`config.mk`:
```
export PLATFORM = sky130hd
export DESIGN_NAME = evp_instr_sequencer
export DESIGN_NICKNAME = d
export VERILOG_FILES = /design/src/rtl/evp_pkg.sv /design/src/rtl/evp_watchdog.sv /design/src/rtl/evp_instr_sequencer.sv
export SDC_FILE = /design/constraint.sdc
export NUM_CORES = 1
export LEC_CHECK = 0
export ABC_AREA = 1
export BUFFER_PORTS_ARGS = -buffer_cell sky130_fd_sc_hd__buf_4
export CAP_MARGIN = 20
export CELL_PAD_IN_SITES_DETAIL_PLACEMENT = 0
export CELL_PAD_IN_SITES_GLOBAL_PLACEMENT = 1
export CORE_ASPECT_RATIO = 0.6
export CORE_MARGIN = 2
export CORE_UTILIZATION = 34
export CTS_BUF_LIST = sky130_fd_sc_hd__clkbuf_8 sky130_fd_sc_hd__clkbuf_16
export CTS_CLUSTER_DIAMETER = 30
export DETAILED_ROUTE_END_ITERATION = 10
export PLACE_DENSITY = 0.91
export RECOVER_POWER = 50
export SYNTH_ARGS = -nofsm -noshare
export SYNTH_HDL_FRONTEND = slang
export SYNTH_SLANG_ARGS = --single-unit
```
`constraint.sdc`:
```
create_clock -name clk -period 4.45 [get_ports clk]
set_input_delay 1.1125 -clock clk [delete_from_list [all_inputs] [get_ports clk]]
set_output_delay 1.1125 -clock clk [all_outputs]
set_load 0.02 [all_outputs]
```
`src/rtl/evp_pkg.sv`:
```
// Shared opcodes, FSM state encoding and helpers for the polynomial evaluation
// accelerator instruction sequencer.
package evp_pkg;

  localparam logic [1:0] OP_STP = 2'b00;
  localparam logic [1:0] OP_EVP = 2'b01;
  localparam logic [1:0] OP_EVB = 2'b10;
  localparam logic [1:0] OP_RST = 2'b11;

  localparam logic [31:0] STATUS_TIMEOUT = 32'hFFFF_FFFF;

  typedef enum logic [2:0] {
    S_IDLE    = 3'd0,
    S_FETCH   = 3'd1,
    S_DECODE  = 3'd2,
    S_ISSUE   = 3'd3,
    S_WAIT    = 3'd4,
    S_WR_RES  = 3'd5,
    S_WR_STAT = 3'd6
  } state_t;

  // Ceiling log2; used to size pointers and counters from depth parameters.
  function automatic int log2(input int value);
    int r;
    r = 0;
    for (int i = 0; i < 31; i++) begin
      if ((1 << i) < value) r = i + 1;
    end
    return r;
  endfunction

endpackage

```
`src/rtl/evp_watchdog.sv`:
```
// Per-instruction watchdog: cleared when an instruction issues, counts while the
// sequencer waits, and flags the last permitted wait cycle.
module evp_watchdog #(
  parameter int TIMEOUT = 255,
  parameter int CW      = evp_pkg::log2(TIMEOUT + 1)
) (
  input  logic clk,
  input  logic rst,
  input  logic clear_i,
  input  logic en_i,
  output logic timeout_o
);

  logic [CW-1:0] cnt_q, cnt_d;

  // The flag rises in the TIMEOUT-th wait cycle, so WAIT never lasts longer than TIMEOUT cycles.
  assign timeout_o = (cnt_q == CW'(TIMEOUT - 1));

  always_comb begin
    cnt_d = cnt_q;
    if (clear_i) begin
      cnt_d = '0;
    end else if (en_i && !timeout_o) begin
      cnt_d = cnt_q + 1'b1;
    end
  end

  always_ff @(posedge clk) begin
    if (rst) begin
      cnt_q <= '0;
    end else begin
      cnt_q <= cnt_d;
    end
  end

endmodule

```
`src/rtl/evp_instr_sequencer.sv`:
```
// Instruction sequencer: fetches instruction words, dispatches them to the STP/EVP/EVB/RST
// units, collects results and status into the output FIFO and owns the data-buffer pointer.
module evp_instr_sequencer
  import evp_pkg::*;
#(
  parameter int  buffer_size = 1024,
  parameter int  word_size   = 16,
  parameter int  TIMEOUT     = 255,
  localparam int AW          = log2(buffer_size)
) (
  input  logic                 clk,
  input  logic                 rst,
  input  logic                 instr_empty,
  output logic                 instr_rd_en,
  input  logic [word_size-1:0] instr_in,
  output logic                 start_stp,
  output logic                 start_evp,
  output logic                 start_evb,
  output logic                 start_rst,
  output logic [2:0]           A_out,
  output logic [4:0]           N_out,
  output logic                 rst_instr,
  input  logic                 done_stp,
  input  logic                 done_evp,
  input  logic                 done_evb,
  input  logic                 done_rst,
  input  logic [31:0]          result_evp,
  input  logic [31:0]          result_evb,
  input  logic [31:0]          status_evp,
  input  logic [31:0]          status_evb,
  input  logic [31:0]          status_stp,
  output logic [AW-1:0]        rd_addr_data,
  input  logic [AW-1:0]        rd_addr_data_updated,
  input  logic                 out_full,
  output logic                 out_wr_en,
  output logic [31:0]          out_data,
  output logic [15:0]          instr_count,
  output logic                 busy,
  output state_t               dbg_state
);

  state_t        state_q, state_d;
  logic [1:0]    op_q, op_d;
  logic [2:0]    a_q, a_d;
  logic [4:0]    n_q, n_d;
  logic [31:0]   res_q, res_d;
  logic [31:0]   stat_q, stat_d;
  logic [AW-1:0] addr_q, addr_d;
  logic [15:0]   cnt_q, cnt_d;

  logic        unit_done;
  logic [31:0] unit_res;
  logic [31:0] unit_stat;
  logic        data_op;
  logic        wd_timeout;
  logic        unused_instr_bits;

  // Bits [10:5] of the instruction word carry no field for the sequencer.
  assign unused_instr_bits = ^instr_in[10:5];

  assign data_op      = (op_q == OP_EVP) || (op_q == OP_EVB);
  assign A_out        = a_q;
  assign N_out        = n_q;
  assign rd_addr_data = addr_q;
  assign instr_count  = cnt_q;
  assign busy         = (state_q != S_IDLE);
  assign dbg_state    = state_q;

  evp_watchdog #(.TIMEOUT(TIMEOUT)) u_watchdog (
    .clk       (clk),
    .rst       (rst),
    .clear_i   (state_q == S_ISSUE),
    .en_i      (state_q == S_WAIT),
    .timeout_o (wd_timeout)
  );

  // Output FIFO handshake: a word is transferred in every cycle where out_wr_en is high;
  // out_wr_en is only raised while out_full is low, and out_data holds the word until it goes.
  always_comb begin
    state_d     = state_q;
    op_d        = op_q;
    a_d         = a_q;
    n_d         = n_q;
    res_d       = res_q;
    stat_d      = stat_q;
    addr_d      = addr_q;
    cnt_d       = cnt_q;
    instr_rd_en = 1'b0;
    start_stp   = 1'b0;
    start_evp   = 1'b0;
    start_evb   = 1'b0;
    start_rst   = 1'b0;
    rst_instr   = 1'b1;
    out_wr_en   = 1'b0;
    out_data    = '0;
    unit_done   = 1'b0;
    unit_res    = '0;
    unit_stat   = '0;

    // Only the issued unit's done is listened to; RST reports no status of its own.
    case (op_q)
      OP_STP: begin
        unit_done = done_stp;
        unit_stat = status_stp;
      end
      OP_EVP: begin
        unit_done = done_evp;
        unit_res  = result_evp;
        unit_stat = status_evp;
      end
      OP_EVB: begin
        unit_done = done_evb;
        unit_res  = result_evb;
        unit_stat = status_evb;
      end
      default: unit_done = done_rst;
    endcase

    case (state_q)
      S_IDLE: begin
        if (!instr_empty && !rst) begin
          instr_rd_en = 1'b1;
          state_d     = S_FETCH;
        end
      end
      S_FETCH: state_d = S_DECODE;
      S_DECODE: begin
        op_d    = instr_in[15:14];
        a_d     = instr_in[13:11];
        n_d     = (instr_in[15:14] == OP_STP) ? instr_in[4:0] : 5'd0;
        state_d = S_ISSUE;
      end
      S_ISSUE: begin
        case (op_q)
          OP_STP:  start_stp = 1'b1;
          OP_EVP:  start_evp = 1'b1;
          OP_EVB:  start_evb = 1'b1;
          default: begin
            start_rst = 1'b1;
            rst_instr = 1'b0;
            addr_d    = '0;
          end
        endcase
        state_d = S_WAIT;
      end
      S_WAIT: begin
        if (unit_done) begin
          res_d  = unit_res;
          stat_d = unit_stat;
          if (data_op) addr_d = rd_addr_data_updated;
          state_d = data_op ? S_WR_RES : S_WR_STAT;
        end else if (wd_timeout) begin
          res_d   = '0;
          stat_d  = STATUS_TIMEOUT;
          state_d = data_op ? S_WR_RES : S_WR_STAT;
        end
      end
      S_WR_RES: begin
        out_data = res_q;
        if (!out_full) begin
          out_wr_en = 1'b1;
          state_d   = S_WR_STAT;
        end
      end
      S_WR_STAT: begin
        out_data = stat_q;
        if (!out_full) begin
          out_wr_en = 1'b1;
          cnt_d     = cnt_q + 16'd1;
          state_d   = S_IDLE;
        end
      end
      default: state_d = S_IDLE;
    endcase
  end

  always_ff @(posedge clk) begin
    if (rst) begin
      state_q <= S_IDLE;
      op_q    <= OP_STP;
      a_q     <= '0;
      n_q     <= '0;
      res_q   <= '0;
      stat_q  <= '0;
      addr_q  <= '0;
      cnt_q   <= '0;
    end else begin
      state_q <= state_d;
      op_q    <= op_d;
      a_q     <= a_d;
      n_q     <= n_d;
      res_q   <= res_d;
      stat_q  <= stat_d;
      addr_q  <= addr_d;
      cnt_q   <= cnt_d;
    end
  end

endmodule
```
; After elaboration in Yosys (flattened, before gate mapping)
; Cells that the tools add are included.
[op_classes]
n_reduce_logical = 19
n_mux = 34
addsub = 2
bitwise = 1
eq_ne = 16
[op_table]
columns = op, count
row1 = $mux 32, 4
row2 = $pmux 32 s2, 2
row3 = $pmux 32 s3, 1
row4 = $mux 10, 3
row5 = $pmux 3 s7, 1
row6 = $pmux 10 s2, 1
row7 = $add 16x1->16 const B, 1
row8 = $mux 3, 5
row9 = $mux 1, 14
row10 = $ne 2x2->1 const B, 6
row11 = $eq 3x3->1 const B, 3
row12 = $add 8x1->8 const B, 1
row13 = $eq 8x8->1 const B, 1
row14 = $reduce_and 4->1, 2
row15 = $eq 3x2->1 const B, 2
row16 = $mux 5, 1
row17 = $logic_not 2->1, 2
row18 = $reduce_and 2->1, 2
row19 = $reduce_bool 2->1, 2
row20 = $reduce_or 2->1, 2
row21 = $eq 3x1->1 const B, 1
row22 = $logic_not 1->1, 3
row23 = $logic_not 3->1, 1
row24 = $ne 3x3->1 const B, 1
row25 = 9 further kinds, 10
[word_totals]
inputBits = 194
register_bits = 111
wordCells = 81
output_inout_bits = 77

; Logic depth before layout (Yosys ltp)
; Gate-level depths: netlist of the first run.
[logic_depth]
depth_word = 6
mapped_depth = 12
mapped_depth_nobuf = 11

; Modules after synthesis
; Synthesis of the first run repeated with hierarchy kept, for this count alone.
[unflattened]
hier_cells = 997
hier_area_um2 = 6387.4
[modules_own_cells]
columns = module, area_each_um2, cells_each, n_inst, seq_area_each_um2
row1 = evp_instr_sequencer, 5909.4, 928, 1, 2062.0
row2 = evp_watchdog, 478.0, 69, 1, 160.2

; Worst setup path after synthesis of the first run
; OpenSTA, ideal clock, no wires.
[synth_timing]
kind = input port to output port
startpoint = input rst
endpoint = output instr_rd_en
path_stages = 2
slack_ps = 1539
required_ps = 3338
path_buffers = 1
arrival_time_ps = 1799
cell_sequence = clkbuf_1 > nor3_1
[synth_between]
elab_chain_cells = 4
[synth_lines]
columns = element, line_no
row1 = from (decl), evp_instr_sequencer.sv:12  ; input logic rst,
row2 = $logic_not 1->1, evp_instr_sequencer.sv:121  ; if (!instr_empty && !rst) begin
row3 = $logic_and 1x1->1, evp_instr_sequencer.sv:121
row4 = $mux 1, evp_instr_sequencer.sv:121
row5 = $mux 1, evp_instr_sequencer.sv:119  ; case (state_q)
row6 = to (decl), evp_instr_sequencer.sv:14  ; output logic instr_rd_en,
; No other way between the ends.

; Worst setup path in the final report of the first run
[layout_timing]
startpoint = register state_q[2] (netlist: dbg_state[2])
endpoint = output rst_instr
[layout_between]
elab_chain_cells = 2
[layout_lines]
columns = element, line_no
row1 = from (decl), evp_instr_sequencer.sv:42  ; state_t state_q, state_d;
row2 = from (signal assigned), evp_instr_sequencer.sv:188  ; state_q <= state_d;
row3 = $eq 3x2->1, evp_instr_sequencer.sv:119
row4 = $mux 1, evp_instr_sequencer.sv:119
row5 = to (decl), evp_instr_sequencer.sv:22  ; output logic rst_instr,
; No other way between the ends.

==> results of run 1 <==
==> worst max-delay path by stage <==
stage / start / endpoint / slack [ps] / cells after the start
global route: dbg_state[2] / rst_instr / 340 / 6
finish: dbg_state[2] / rst_instr / 560 / 6
floorplan: rst / instr_rd_en / 1540 / 2
global placement: dbg_state[2] / out_data[12] / 1050 / 3
detailed placement: dbg_state[2] / out_data[12] / 1080 / 3
CTS: dbg_state[2] / out_data[12] / 690 / 3
==> per-layer routing <==
metal | up-vias | global-route usage, % | wire length, um
met5 | - | 0 | 0
met1 | 3306 | 33.1 | 12000
met2 | 226 | 32.7 | 9140
met4 | 0 | 2.99 | 100
li1 | 3923 | - | -
met3 | 6 | 4.97 | 1480
==> registers in the layout (all words and copies together) (netlist names) <==
signal / cells
N_out: 5
dbg_state: 3
rd_addr_data: 10
op_q: 2
u_watchdog.cnt_q: 8
A_out: 3
stat_q: 32
instr_count: 16
res_q: 32
==> final cells by class <==
cell class,instances,area [sq um]
clock buffers,9,225
well taps,246,308
multi-input cells,845,3680
clock inverters,7,86.3
repair buffers,276,1940
flip-flops and latches,111,2220
inverters,80,300
fillers,2072,10200
==> layout by cell type (no fill, tap or decap), types with 2 or more instances in the layout <==
master | netlist | routed
a21oi_1 | 94 | 94
buf_4 | 4 | 237
clkbuf_1 | 37 | 38
clkbuf_16 | 0 | 9
dfxtp_1 | 111 | 111
ha_1 | 7 | 5
ha_2 | 0 | 2
inv_1 | 74 | 76
inv_2 | 5 | 3
inv_6 | 0 | 2
inv_8 | 0 | 2
nand2_1 | 425 | 426
nand3_1 | 126 | 126
nand3_2 | 3 | 3
nand4_1 | 8 | 8
nor2_1 | 116 | 115
nor2_2 | 3 | 4
nor3_1 | 3 | 4
o21ai_0 | 43 | 43
o21ai_2 | 2 | 2
o21bai_1 | 2 | 2
xor2_1 | 3 | 3
==> cells by family (layout without fill, tap and decap cells) <==
kind of cell | Yosys count | in the layout | synth area share (%)
compound gates | 144 | 144 | 11.3
xor+xnor | 4 | 4 | 0.535
fa+ha+maj | 7 | 7 | 1.34
buf+inv | 151 | 372 | 9.81
flops | 111 | 111 | 33.9
simple gates | 690 | 690 | 43.2
==> power breakdown <==
part,total (mW),switching (mW),internal (mW)
logic,1.52,1.03,0.495
clock network,0.864,0.413,0.451
registers,1.26,0.108,1.15
total,3.65,1.55,2.10
==> critical path, delay by kind of cell, from the launching register on <==
| family | cells | cell delay [ps] |
|---|---|---|
| DFF | 1 | 790 |
| buffers and inverters | 4 | 1340 |
| and+or+nand+nor | 2 | 280 |
==> per-stage QoR <==
step | util, % | cell area (sq um)
finish | 46.2 | 8770
floorplan | - | 6560
detailed placement | 45.4 | 8620
CTS | 47.0 | 8930
global route | 46.2 | 8770
global placement | 45.4 | 8620
==> run metrics, run 1 <==
status=finished, final reports clean; Worst Hold Path Cells=2; Starting Density=34.5%; Peak Freq=0.257 GHz; RSZ-0062 raised after global routing=no; Syn Nets=about 1300; CP Launch Type=register; Setup WS post-layout=about 560 ps; share of the synthesized area in the top cell type=between 30% and 40%; layout cells sized above 1=around a fifth; total track usage=approximately 22%; chip width=roughly 180 um; clock tree buffer depth=2; CTS Buf Count=9; TritonCTS clock tree=built; WP data required=roughly 3300 ps; FFs w/ async S/R, synth=0%; synth unique cells=31; Max VDD drop=around 0.00022 V; Post-CTS Setup Inserts=0; type of the tightest min-delay check=reg -> reg; Post-Syn Area=between 6000 and 7000 sq um; Synth top cells by count=nand2_1, nand3_1, nor2_1; R2R Path End=res_q[31]; r2r setup slk=approximately 820 ps; Yosys warning count=0; critical path cell sequence=clkbuf_1 > inv_1 > nand3_2 > nor2_2 > inv_1 > buf_4; Total Die Area=20400 sq um; DRC=0; worst hold start=stat_q[13]; I/O pin cnt=271; first-pass GRT wire length=36000 um; top_reg_cell synth=dfxtp_1; Overflow after GRT=0; CP Max Fanout=22; Synth area leaders=dfxtp_1, nand2_1, nand3_1, a21oi_1, nor2_1; number of I/O port buffers=264; Iter 0 DRT Violations=476; gpl congestion=0.846; Pwr Density=around 420 nW/um^2; Area Overhead vs Synth=33.7%; Sum Neg Setup Slack=0 ps; Worst-path clk slew=approximately 80 ps; final hold slack=about 450 ps; endpoints failing setup=0; Post-synth EDFFs=0; most frequent cell after synthesis=nand2_1; total power=3.65 mW; placed cell count=about 1600; Routed Antenna Nets=0; H-tree Lvls=3; CP Capture Type=output port; Post-Place Setup Slack=roughly 1100 ps; Tmin final=between 3000 and 4000 ps; Leak Pwr=around 3.8 nW; std cell rows=39; nets@finish=around 1500; R2R cell count=9; clock skew=just under 8 ps; syn avg cell area=5.92 sq um; ANT cells=0; DR pass1 iterations=4; Worst-Margin Slew=~1300 ps; Synth area leader=dfxtp_1; worst r2r src=dbg_state[2]; Max-cap violations=0; final hold vios=0; via/cell ratio=around 4.7; vias after detailed routing=7461; #FFs+latches synth=approximately 110; Worst slew margin=between 10% and 20%; CP max stage delay=~850 ps; core footprint=~19000 sq um; Critical-path top delay cell=clkbuf_1; worst skew pair latency=around 350 ps; pin count of the biggest net entering global routing=58; Slew Limit Fails=0; worst hold endpoint=stat_q[13]; final wirelength=22800 um; crit path kind=reg -> out; HPWL after detailed placement=about 17000 um; CP dominant cell by count=inv_1; period utilisation layout=between 80 and 90%; Hold Buf Count CTS=0; Syn Inst Count=between 1000 and 1500; final cell count without fillers=~1600; drt wl/cell=approximately 14 um; Die Y=roughly 110 um; initial antenna violation count=0; post-CTS sizing=0; sequential share of the synthesized area=about a third; CP Data Arrival Time=2780 ps; Sink Count=111; vias in the first global route=6840; CTS root buf=clkbuf_16
Note: power is estimated with default switching activity, not from simulation.
==> run 2: changes to the inputs <==
CORE_UTILIZATION = 35   (was 34)
PLACE_DENSITY = 0.93   (was 0.91)
SYNTH_HIERARCHICAL = 1   (was default)
==> run 2 against run 1 <==
  * The flow now finishes with violations (max-capacitance violations, max-slew violations)
  * First-iteration DRC count rose by 32%
  * Maximum frequency up 8.0%
  * Sequential cell count stayed put
  * Critical endpoint is now out_data[4]
==> run metrics, run 2 <==
status=complete, but fails checks (was finished, final reports clean); failing checks=max-capacitance violations, max-slew violations; vias after detailed routing=7282 (was 7461); HPWL after detailed placement=16500 um (was 16900 um); post-synthesis compound-gate area fraction=15.7% (was 11.3%); final wirelength=22600 um (was 22800 um); R2R Path End=rd_addr_data[0] (was res_q[31]); FFs w/ async S/R, synth=0% (unchanged); initial antenna violation count=1 (was 0); post-synthesis simple-gate area fraction=40.5% (was 43.2%); CP Capture Type=output port (unchanged); worst hold start=rd_addr_data[3] (was stat_q[13]); total internal power=2.07 mW (was 2.10 mW); CTS root buf=clkbuf_16 (unchanged); met3 wire length=2040 um (was 1480 um); Total Die Area=19400 sq um (was 20400 sq um); Synth area leaders=dfxtp_1, nand2_1, nor2_1, nand3_1, a32o_1 (was dfxtp_1, nand2_1, nand3_1, a21oi_1, nor2_1); via/cell ratio=4.98 (was 4.74); Synth area leader=dfxtp_1 (unchanged); layout cells sized above 1=23.9% (was 20.3%); critical path cell sequence=nand3_1 > inv_1 > a32o_1 > buf_4 (was clkbuf_1 > inv_1 > nand3_2 > nor2_2 > inv_1 > buf_4); DR pass1 iterations=5 (was 4); Routed Antenna Nets=0 (unchanged); Critical-path top delay cell=inv_1 (was clkbuf_1); Worst slew margin=-4.43% (was 12.3%); CP Max Fanout=34 (was 22); most frequent cell after synthesis=nand2_1 (unchanged); final hold vios=0 (unchanged); synth unique cells=37 (was 31); drt wl/cell=15.4 um (was 14.5 um); period utilisation layout=80.9% (was 87.4%); NetSw=1.63 mW (was 1.55 mW); WP data required=3340 ps (about the same); Leak Pwr=3.70 nW (was 3.80 nW); Area Overhead vs Synth=34.8% (was 33.7%); Worst-Margin Slew=1570 ps (was 1310 ps); wire length on met2=9460 um (was 9140 um); pin count of the biggest net entering global routing=65 (was 58); TritonCTS clock tree=built (unchanged); Stages on worst setup path=4 (was 6); Synth Area in Adders=1.37% (was 1.34%); clock skew=12.3 ps (was 7.94 ps); worst hold endpoint=rd_addr_data[3] (was stat_q[13]); CP startpoint=dbg_state[1] (was dbg_state[2]); sequential share of the synthesized area=34.8% (was 33.9%); #FFs+latches synth=111 (unchanged); Worst Hold Path Cells=2 (unchanged); Max VDD drop=0.000195 V (was 0.000223 V); Sink Count=111 (unchanged); endpoints failing setup=0 (unchanged); crit-path leading delay family=buffers and inverters (unchanged); Peak Freq=0.278 GHz (was 0.257 GHz); H-tree Lvls=3 (unchanged); multiplexer share of the synthesized area=0% (unchanged); gpl congestion=0.859 (was 0.846); RSZ-0062 raised after global routing=no (unchanged); wl on met1=10800 um (was 12000 um); register share of total power=33.6% (was 34.6%); Syn Nets=1198 (was 1308); Yosys warning count=6 (was 0); Sum Neg Setup Slack=0 ps (unchanged); Pwr Density=430 nW/um^2 (was 416 nW/um^2); share of the synthesized area in the top cell type=34.8% (was 33.9%); number of I/O port buffers=264 (unchanged); CP Data Arrival Time=2490 ps (was 2780 ps); largest family of logic cells by synthesized area=simple AND/OR/NAND/NOR gates (unchanged); post-CTS sizing=0 (unchanged); Buf/Inv on CP=2 (was 4); ANT cells=0 (unchanged); R2R cell count=7 (was 9); Synth top cells by count=nand2_1, nor2_1, dfxtp_1 (was nand2_1, nand3_1, nor2_1); DRC=0 (unchanged); Post-CTS Setup Inserts=0 (unchanged); highest metal used=met4 (unchanged); crit path kind=reg -> out (unchanged); first-pass GRT wire length=34900 um (was 36000 um); commonest non-fill, non-tap cells in the layout=nand2_1, buf_4, nor2_1 (was nand2_1, buf_4, nand3_1); worst skew pair latency=350 ps (about the same); CP Launch Type=register (unchanged); Slew Limit Fails=49 (was 0); Tmin final=3600 ps (was 3890 ps); Post-Synth XOR/XNOR Area=0.411% (was 0.534%); combinational power share=45.1% (was 41.7%); clock share of power=21.3% (was 23.7%); chip width=178 um (was 183 um); Sw Share=44.0% (was 42.4%); vias in the first global route=6748 (was 6840); clock tree buffer depth=2 (unchanged); total track usage=23.0% (was 22.0%); Syn Inst Count=997 (was 1107); CP max stage delay=980 ps (was 850 ps); I/O pin cnt=271 (unchanged); top_reg_cell synth=dfxtp_1 (unchanged); Post-synth EDFFs=0 (unchanged); Post-Syn Area=6390 sq um (was 6560 sq um); CTS Buf Count=9 (unchanged); Core Util, Final=47.9% (was 46.2%); r2r setup slk=1310 ps (was 820 ps); commonest non-fill, non-tap cell in the layout=nand2_1 (unchanged); core footprint=18000 sq um (was 19000 sq um); Iter 0 DRT Violations=626 (was 476); Starting Density=35.5% (was 34.5%); Max-cap violations=1 (was 0); Die Y=109 um (was 112 um); Worst-path clk slew=70 ps (was 80 ps); worst r2r src=op_q[0] (was dbg_state[2]); Hold Buf Count CTS=0 (unchanged); std cell rows=38 (was 39); syn avg cell area=6.41 sq um (was 5.92 sq um); nets@finish=1419 (was 1524); type of the tightest min-delay check=reg -> reg (unchanged); Overflow after GRT=0 (unchanged)
## run 2: cell count changes after synthesis, moves of 4 or more
| cell | change |
|---|---|
| buf_6 | -4 |
| a21oi_2 | +11 |
| inv_1 | -36 |
| nand2_2 | +15 |
| nand3_1 | -36 |
| nor2_1 | +32 |
| o21ai_0 | -27 |
| a21oi_1 | -31 |
| nand2_1 | -81 |
| a32o_1 | +32 |
| a22o_1 | +16 |
## run 2: cells by family after synthesis
family	after synthesis
fa+ha+maj	7
buf+inv	110
xor+xnor	3
flops	111
compound gates	143
simple gates	623
## run 2: cell type report
| type | instances | area, sq um |
|---|---|---|
| clock buffers | 10 | 239 |
| clock inverters | 6 | 43.8 |
| fillers | 1957 | 9360 |
| inverters | 45 | 170 |
| multi-input cells | 776 | 3700 |
| flip-flops and latches | 111 | 2220 |
| well taps | 240 | 300 |
| repair buffers | 275 | 1930 |
## run 2: power groups by stage
stage / Combinational [mW] / Clock [mW] / Sequential, mW
2_1_floorplan: 1.14 / 0 / 1.27
6_report: 1.67 / 0.788 / 1.24
4_1_cts: 1.72 / 0.819 / 1.25
3_5_place_dp: 1.71 / 0 / 1.27
3_3_place_gp: 1.70 / 0 / 1.26
5_1_grt: 1.87 / 0.853 / 1.26
## run 2: per-layer routing
metal	GRT usage, %	vias to the layer above
li1	-	3689
met1	32.4	3303
met2	35.8	271
met3	5.47	19
met4	4.76	0
met5	0	-
## run 2: tightest hold or removal path: cells and delay by family, from the launching register on
family | cells | cell delay, ps
and+or+nand+nor | 1 | 60
DFF | 1 | 310
AOI/OAI and AO/OA | 1 | 50
## run 2: worst max-delay path by stage
| stage | end | slack [ps] |
|---|---|---|
| final | out_data[4] | 850 |
| after detailed placement | res_q[3] | 1270 |
| after floorplan | instr_rd_en | 1340 |
| after CTS | out_wr_en | 1160 |
| after global routing | op_q[0] | 680 |
| after global placement | rd_addr_data[8] | 1280 |
## run 2: through the flow
stage	hold slack (ps)	setup slack (ps)	cell area [sq um]	cells	total power [mW]
6_report	462	848	8610	1463	3.70
5_1_grt	481	677	8610	1463	3.99
4_1_cts	468	1160	8770	1463	3.78
3_5_place_dp	457	1270	8490	1447	2.98
3_3_place_gp	450	1280	8490	1447	2.96
2_1_floorplan	440	1340	6390	997	2.41
